$ cat src/rtl/log_frame_packer.sv
// Packs 64 consecutive log-mel elements of one group into a wide frame word.
// Two banks alternate: one fills while the other waits on a valid/ready handshake.
module log_frame_packer #(
    parameter int O_BW   = 14,
    parameter int N_ELEM = 64
) (
    input  logic                     clk,
    input  logic                     rst,
    input  logic signed [O_BW-1:0]   data_i,
    input  logic [5:0]               in_group_idx,
    input  logic [6:0]               in_group_num,
    input  logic                     di_en,
    input  logic                     do_ready,
    output logic [O_BW*N_ELEM-1:0]   data_o,
    output logic [6:0]               out_group_num,
    output logic                     do_en,
    output logic                     seq_err,
    output logic                     ovf_err
);

    logic [1:0][N_ELEM-1:0][O_BW-1:0] bank_r;
    logic [1:0][6:0]                  bank_num_r;
    logic [1:0]                       full_r;
    logic                             fill_bank_r;
    logic                             rd_bank_r;
    logic [6:0]                       exp_idx_r;
    logic [6:0]                       cur_num_r;
    logic                             seq_err_r;
    logic                             ovf_err_r;

    logic                             wr_en_s;
    logic [5:0]                       wr_slot_s;
    logic                             complete_s;
    logic [6:0]                       exp_idx_s;
    logic [6:0]                       cur_num_s;
    logic                             seq_s;
    logic                             ovf_s;
    logic                             rd_fire_s;

    // Accept decision for the incoming element; full status is the pre-edge value.
    always_comb begin
        wr_en_s    = 1'b0;
        wr_slot_s  = 6'd0;
        complete_s = 1'b0;
        exp_idx_s  = exp_idx_r;
        cur_num_s  = cur_num_r;
        seq_s      = 1'b0;
        ovf_s      = 1'b0;
        if (di_en) begin
            if (full_r[fill_bank_r]) begin
                ovf_s = 1'b1;
            end else if (in_group_idx == 6'd0) begin
                wr_en_s   = 1'b1;
                wr_slot_s = 6'd0;
                cur_num_s = in_group_num;
                exp_idx_s = 7'd1;
                seq_s     = (exp_idx_r != 7'd0);
            end else if (({1'b0, in_group_idx} == exp_idx_r) && (in_group_num == cur_num_r)) begin
                wr_en_s   = 1'b1;
                wr_slot_s = in_group_idx;
                if (in_group_idx == 6'd63) begin
                    complete_s = 1'b1;
                    exp_idx_s  = 7'd0;
                end else begin
                    exp_idx_s  = exp_idx_r + 7'd1;
                end
            end else begin
                seq_s     = 1'b1;
                exp_idx_s = 7'd0;
            end
        end else begin
            exp_idx_s = exp_idx_r;
        end
    end

    assign rd_fire_s = full_r[rd_bank_r] & do_ready;

    // Control state: pointers, full flags, sequence tracking and error pulses.
    always_ff @(posedge clk or negedge rst) begin
        if (!rst) begin
            full_r      <= 2'b00;
            bank_num_r  <= '0;
            fill_bank_r <= 1'b0;
            rd_bank_r   <= 1'b0;
            exp_idx_r   <= 7'd0;
            cur_num_r   <= 7'd0;
            seq_err_r   <= 1'b0;
            ovf_err_r   <= 1'b0;
        end else begin
            exp_idx_r <= exp_idx_s;
            cur_num_r <= cur_num_s;
            seq_err_r <= seq_s;
            ovf_err_r <= ovf_s;
            // Completion and read-out never target the same bank on one edge.
            if (complete_s) begin
                full_r[fill_bank_r]     <= 1'b1;
                bank_num_r[fill_bank_r] <= cur_num_r;
                fill_bank_r             <= ~fill_bank_r;
            end else begin
                fill_bank_r <= fill_bank_r;
            end
            if (rd_fire_s) begin
                full_r[rd_bank_r] <= 1'b0;
                rd_bank_r         <= ~rd_bank_r;
            end else begin
                rd_bank_r <= rd_bank_r;
            end
        end
    end

    // Element storage for both banks.
    always_ff @(posedge clk or negedge rst) begin
        if (!rst) begin
            bank_r <= '0;
        end else if (wr_en_s) begin
            bank_r[fill_bank_r][wr_slot_s] <= data_i;
        end else begin
            bank_r <= bank_r;
        end
    end

    assign data_o        = bank_r[rd_bank_r];
    assign out_group_num = bank_num_r[rd_bank_r];
    assign do_en         = full_r[rd_bank_r];
    assign seq_err       = seq_err_r;
    assign ovf_err       = ovf_err_r;

endmodule

$ cat config.mk
export PLATFORM = sky130hd
export DESIGN_NAME = log_frame_packer
export DESIGN_NICKNAME = d
export VERILOG_FILES = /design/src/rtl/log_frame_packer.sv
export SDC_FILE = /design/constraint.sdc
export NUM_CORES = 2
export LEC_CHECK = 0
export BUFFER_PORTS_ARGS = -buffer_cell sky130_fd_sc_hd__buf_2
export CAP_MARGIN = 10
export CELL_PAD_IN_SITES_DETAIL_PLACEMENT = 1
export CELL_PAD_IN_SITES_GLOBAL_PLACEMENT = 2
export CORE_MARGIN = 8
export CORE_UTILIZATION = 42
export CTS_CLUSTER_DIAMETER = 30
export CTS_CLUSTER_SIZE = 16
export DETAILED_ROUTE_END_ITERATION = 10
export MAX_ROUTING_LAYER = met4
export PLACE_DENSITY_LB_ADDON = 0.1
export SYNTH_ARGS = -nofsm -noshare
export SYNTH_HDL_FRONTEND = slang
export SYNTH_SLANG_ARGS = --single-unit
$ cat constraint.sdc
create_clock -name clk -period 3.66 [get_ports clk]
set_input_delay 0.366 -clock clk [delete_from_list [all_inputs] [get_ports clk]]
set_output_delay 0.366 -clock clk [all_outputs]
set_load 0.02 [all_outputs]
# Word level (Yosys, flattened, before mapping)
# Cells that the tools add are included.
[totals]
register_bits = 1826
in_bits = 31
output_inout_bits = 906
elab_cells = 206
[op_classes]
add_sub_neg = 1
n_lt_le_gt_ge = 6
n_eq_ne = 3
n_mux = 44
bitwise_logic = 7
reduce_logical = 8
[ops]
columns = ["op", "count"]
rows = [
  ["2-to-1 mux 896 bit", 3],
  ["bitwise mux 1792 bit", 1],
  ["demux 896 bit (select 1 bit)", 1],
  ["demux 14 bit (select 6 bit)", 1],
  ["2-to-1 mux 7 bit", 6],
  ["2-to-1 mux 6 bit", 4],
  ["2-to-1 mux 1 bit", 21],
  ["bitwise mux 14 bit", 1],
  ["2-to-1 mux 14 bit", 1],
  ["adder 7 x 1 -> 7 bit (second input constant)", 1],
  ["demux 7 bit (select 1 bit)", 1],
  ["== test 6 x 7 -> 1 bit", 1],
  ["== test 7 bit", 1],
  ["< comparator 6 x 7 -> 1 bit (second input constant)", 1],
  ["nonzero test 7 bit", 1],
  ["== test 6 bit (second input constant)", 1],
  [">= comparator 6 x 1 -> 1 bit (second input constant)", 1],
  ["zero test 6 bit", 1],
  ["logical AND 1 bit", 4],
  ["< comparator 1 x 2 -> 1 bit (second input constant)", 2],
  ["2-to-1 mux 2 bit", 2],
  ["inverter 1 bit", 3],
  ["AND reduction 3 bit", 1],
  ["AND 2 bit", 1],
  ["other kinds (6)", 8],
]

# Longest topological paths before layout
[logic_depth]
word_depth = 13
mapped_depth = 10
depth_no_buf = 5

# Worst setup path before layout
# OpenSTA, ideal clock, no wires.
[synth_path]
kind = "input port to flip-flop"
startpoint = "input port in_group_idx[3]"
endpoint = "register bank_r[45] (netlist name)"
setup_time_ps = 125
arrival_ps = 2514
slack_ps = 1021
stages = 9
n_path_buf = 4
path_cell_list = "buf_6 xor2_1 nor4_4 nand4_4 buf_6 buf_2 nor3_2 buf_2 mux2_2"
[synth_via]
elab_chain_cells = 13
word_cells_on_any_way = 19
classes_between = "2 x order compare; 1 x eq/ne; 13 x mux; 3 x reduce/logical"
[synth_lines]
columns = ["element", "line", "source"]
rows = [
  ["from (decl)", "10", "input logic [5:0] in_group_idx,"],
  ["== test 6 x 7 -> 1 bit", "58", "end else if (({1'b0, in_group_idx} == exp_idx_r) && (in_group_num == cur_num_r)) begin"],
  ["logical AND 1 bit", "58", ""],
  ["2-to-1 mux 6 bit", "58", ""],
  ["2-to-1 mux 6 bit", "52", "end else if (in_group_idx == 6'd0) begin"],
  ["2-to-1 mux 6 bit", "50", "if (full_r[fill_bank_r]) begin"],
  ["2-to-1 mux 6 bit", "49", "if (di_en) begin"],
  ["< comparator 6 x 7 -> 1 bit (not written as such) / >= comparator 6 x 1 -> 1 bit (equally long branches)", "116", "bank_r[fill_bank_r][wr_slot_s] <= data_i;"],
  ["logical AND 1 bit (not written as such)", "116", ""],
  ["2-to-1 mux 14 bit (not written as such)", "116", ""],
  ["demux 14 bit (select 6 bit)", "116", ""],
  ["2-to-1 mux 896 bit (not written as such)", "116", ""],
  ["demux 896 bit (select 1 bit)", "116", ""],
  ["bitwise mux 1792 bit", "116", ""],
  ["to (signal, indexed assignment)", "116", ""],
  ["to (signal assigned)", "118", "bank_r <= bank_r;"],
  ["to (decl)", "21", "logic [1:0][N_ELEM-1:0][O_BW-1:0] bank_r;"],
]
# Several ways; a longest one is shown, not always the timed one.
# A chain may end at the register's enable or synchronous reset.

# Worst setup path after layout
[layout_path]
startpoint = "register rd_bank_r"
endpoint = "output port data_o[335]"
[layout_via]
elab_chain_cells = 2
[layout_lines]
columns = ["element", "line", "source"]
rows = [
  ["from (decl)", "25", "logic rd_bank_r;"],
  ["from (signal assigned)", "104", "rd_bank_r <= ~rd_bank_r;"],
  ["from (signal assigned)", "106", "rd_bank_r <= rd_bank_r;"],
  ["2-to-1 mux 896 bit (not written as such) (2 in series)", "122", "assign data_o = bank_r[rd_bank_r];"],
  ["to (decl)", "14", "output logic [O_BW*N_ELEM-1:0] data_o,"],
]
# Every way passes these cells. The select of a mux whose other input is x is not followed.

==> impl_metrics.csv <==
group,metric,value,unit
die,pin_count,937,
worst_setup_path,cp.required,3.29,ns
worst_setup_path,worstPathBufferInverterCount,2,
drt,drt_iter0_drc,2262,
synthesis,seq_area_frac_synth,56.6,%
die,num_rows,161,
grt,grt_use_met3,6.19,%
drt,routed-via-count,50430,
drt,wl_per_cell,29.8,um
sta,fin_worst_skew,0.0770,ns
die,die_h,454,um
cts,cts_setup_buffers,0,
place,preCtsSetupSlack,0.431,ns
place,dpl.hpwl,181000,um
grt,grt_first_pass_wirelength,408000,um
final_layout,layout_common_cells,"2633 x mux2_2, 1825 x dfrtp_1, 921 x buf_2, 472 x clkbuf_16, 197 x buf_4",
die,core_area,192000,um^2
sta,hold_viol,0,
synthesis,synth_ff_type,"dfrtp_1",
grt,grt_usage,27.5,%
sta,slew_headroom,25.9,%
worst_setup_path,critPathTopFamily,"buffers and inverters",
synthesis,synth_edf_count,0,
place,io_buffers,936,
grt,grt_pass1_vias,56496,
worst_setup_path,endpoint_kind,"primary output",
sta,fin_crit_sh,93.5,%
worst_setup_path,cp_slowest_cell,"dfrtp_4",
grt,busiest_layer,"met2",
final_layout,final_util,54.9,%
worst_setup_path,critical_path.max_fanout,51,
sta,setup_slack,0.238,ns
drt,first_pass_iters,5,
synthesis,synthArstFlopShare,100,%
grt,met2_usage,45.6,%
drt,ant_nets,0,
cts,worstSkewPairLatency,0.99,ns
sta,fin_tns_setup,0,ns
worst_setup_path,worst-setup-path-type,"flop to primary output",
worst_setup_path,crit_path_cell_trace,"buf_4, mux2_2, buf_2",
die,dieArea,206000,um^2
drt,drc,0,
die,initial_utilization,42.1,%
cts,ctsResizeCount,0,
cts,cts_root_buffer,"clkbuf_16",
sta,timing.fmax,292,MHz
sta,rsz0062_at_grt,"no",
worst_setup_path,start_kind,"flop",
grt,grt_max_degree,124,
cts,clock_sinks,1826,
worst_setup_path,worst-r2r-setup-slack,0.52,ns
synthesis,netlist_area,80700,um^2
synthesis,ys_warn_count,0,
cts,htree_levels,5,
final_layout,drive_above_1_share,68.1,%
status,status,"completed",
min_path,min_path_cells,2,
final_layout,mostFrequentLayoutCell,"mux2_2",
synthesis,synth_nets,5364,
cts,clk_pin_slew,0.05,ns
drt,wirelength,280000,um
place,place_congestion,0.779,
power_and_ir_drop,pwr_density_cell,606,nW/um^2
power_and_ir_drop,peakVddDrop,0.000572,V
synthesis,ys_types,53,
worst_setup_path,crit_cells,3,
sta,fin_crit,3.42,ns
flow_run,drv_cap,0,
synthesis,syn_avg_cell_area,15.1,um^2
synthesis,ys_seq_elements,1826,
grt,antenna_found_initial,10,
final_layout,finish.net_count,6527,
final_layout,final_cells,9395,
worst_setup_path,reg2reg_depth,6,
place,dp.cells,8538,
cts,cts_hold_buf,13,
cts,cts_tree,"done",
worst_setup_path,cpPeakStageDelay,0.74,ns
sta,setup_violations,0,
sta,worst_slew_pin_slew,1.11,ns
synthesis,synthCells,5331,
grt,grt_use_met1,31.6,%
sta,report.final.slew_viol_count,0,
power_and_ir_drop,p_leak,0.0556,uW
final_layout,syn_to_final_growth,30.5,%
worst_setup_path,worstPathArrival,3.06,ns
cts,clk_path_buf_depth,4,
drt,via_per_inst,5.37,
die,die-width,454,um
min_path,worstHoldPathType,"primary input to flop",
cts,cts_buffers,466,
grt,grt_overflow,0,
==> Yosys cell counts, types with 3 or more instances <==
library cell	n	area, um^2
a32o_1	3	30.0
and2_1	3	18.8
buf_1	12	45.0
buf_2	81	405
buf_4	51	383
buf_6	7	78.8
clkbuf_1	345	1290
dfrtp_1	1826	45700
mux2_1	18	203
mux2_2	2633	29600
mux2_4	10	150
nand2_1	45	169
nand2b_1	4	25.0
nand3_1	23	115
nand4_1	14	87.6
nor2_1	40	150
nor2b_1	6	37.5
nor3_1	8	40.0
nor3_2	29	290
nor3b_1	4	30.0
nor4_1	3	18.8
nor4_4	33	702
o2bb2ai_1	56	490
or3_1	22	138
or4_1	8	60.1
xor2_1	16	140
==> path summary, 6_finish.rpt <==
check / start / endpoint
worst max-delay path: rd_bank_r / data_o[335]
worst min-delay path: data_i[8] / bank_r[834]
worst max register to register: cur_num_r[5] / bank_r[1409]
worst min register to register: bank_r[131] / bank_r[131]
max in group asynchronous: rst / bank_r[1170]
min in group asynchronous: rst / bank_r[1576]
==> cell type report <==
class	count	area, um^2
clock buffers	618	13200
clock inverters	216	3090
inverters	2	7.51
multi-input cells	3007	32800
well taps	2526	3160
flip-flops and latches	1826	45700
diodes	9	22.5
repair buffers	1191	7290
fillers	18300	86400
==> stage by stage <==
step	total power [uW]	hold WS [ns]	instance area, um^2
floorplan	21000	0.0704	80700
CTS	64600	0.00656	105000
global placement	22000	0.410	88900
finish	63900	0.0654	105000
detailed placement	22000	0.444	88900
global route	65700	0.0331	105000
==> cell families (layout without fill, tap and decap cells) <==
logic type	count (synthesis)	count (layout)	share of synthesized area, %
flip-flops	1826	1826	56.6
multiplexers	2662	2662	37.2
other	0	9	0
AND/OR/NAND/NOR	259	259	2.53
buffers and inverters	498	2027	2.74
AO/OA/AOI/OAI	68	68	0.726
adder cells (fa/ha/maj)	2	2	0.0310
XOR/XNOR	16	16	0.174
==> layer usage <==
metal / vias up / wire (um) / share of wire (%)
li1: 21583 / - / -
met1: 27044 / 109000 / 39
met2: 1267 / 140000 / 50
met3: 536 / 14400 / 5.1
met4: 0 / 16200 / 5.8
met5: - / 0 / 0
==> worst reg2reg max path, cell delays in order (launching register included) <==
cell and delay [ns]:
dfrtp_1 0.41, xor2_1 0.19, nor4_2 0.52, nand4_4 0.17, buf_12 0.27, or4_1 1.03
mux2_4 0.45
==> power breakdown <==
part / leakage, uW / switching [uW] / internal, uW
registers: 0.0255 / 22.9 / 20300
logic: 0.0221 / 1150 / 245
clock network: 0.00798 / 12100 / 30100
total: 0.0556 / 13300 / 50600
==> sequential cells by signal, summed over array words and instances, names as in the netlist <==
signal and count:
rd_bank_r 1, bank_r 1792, full_r 2, bank_num_r 14, exp_idx_r 7, seq_err 1, fill_bank_r 1, cur_num_r 7
ovf_err 1
Power figures use the tool's default switching activity.
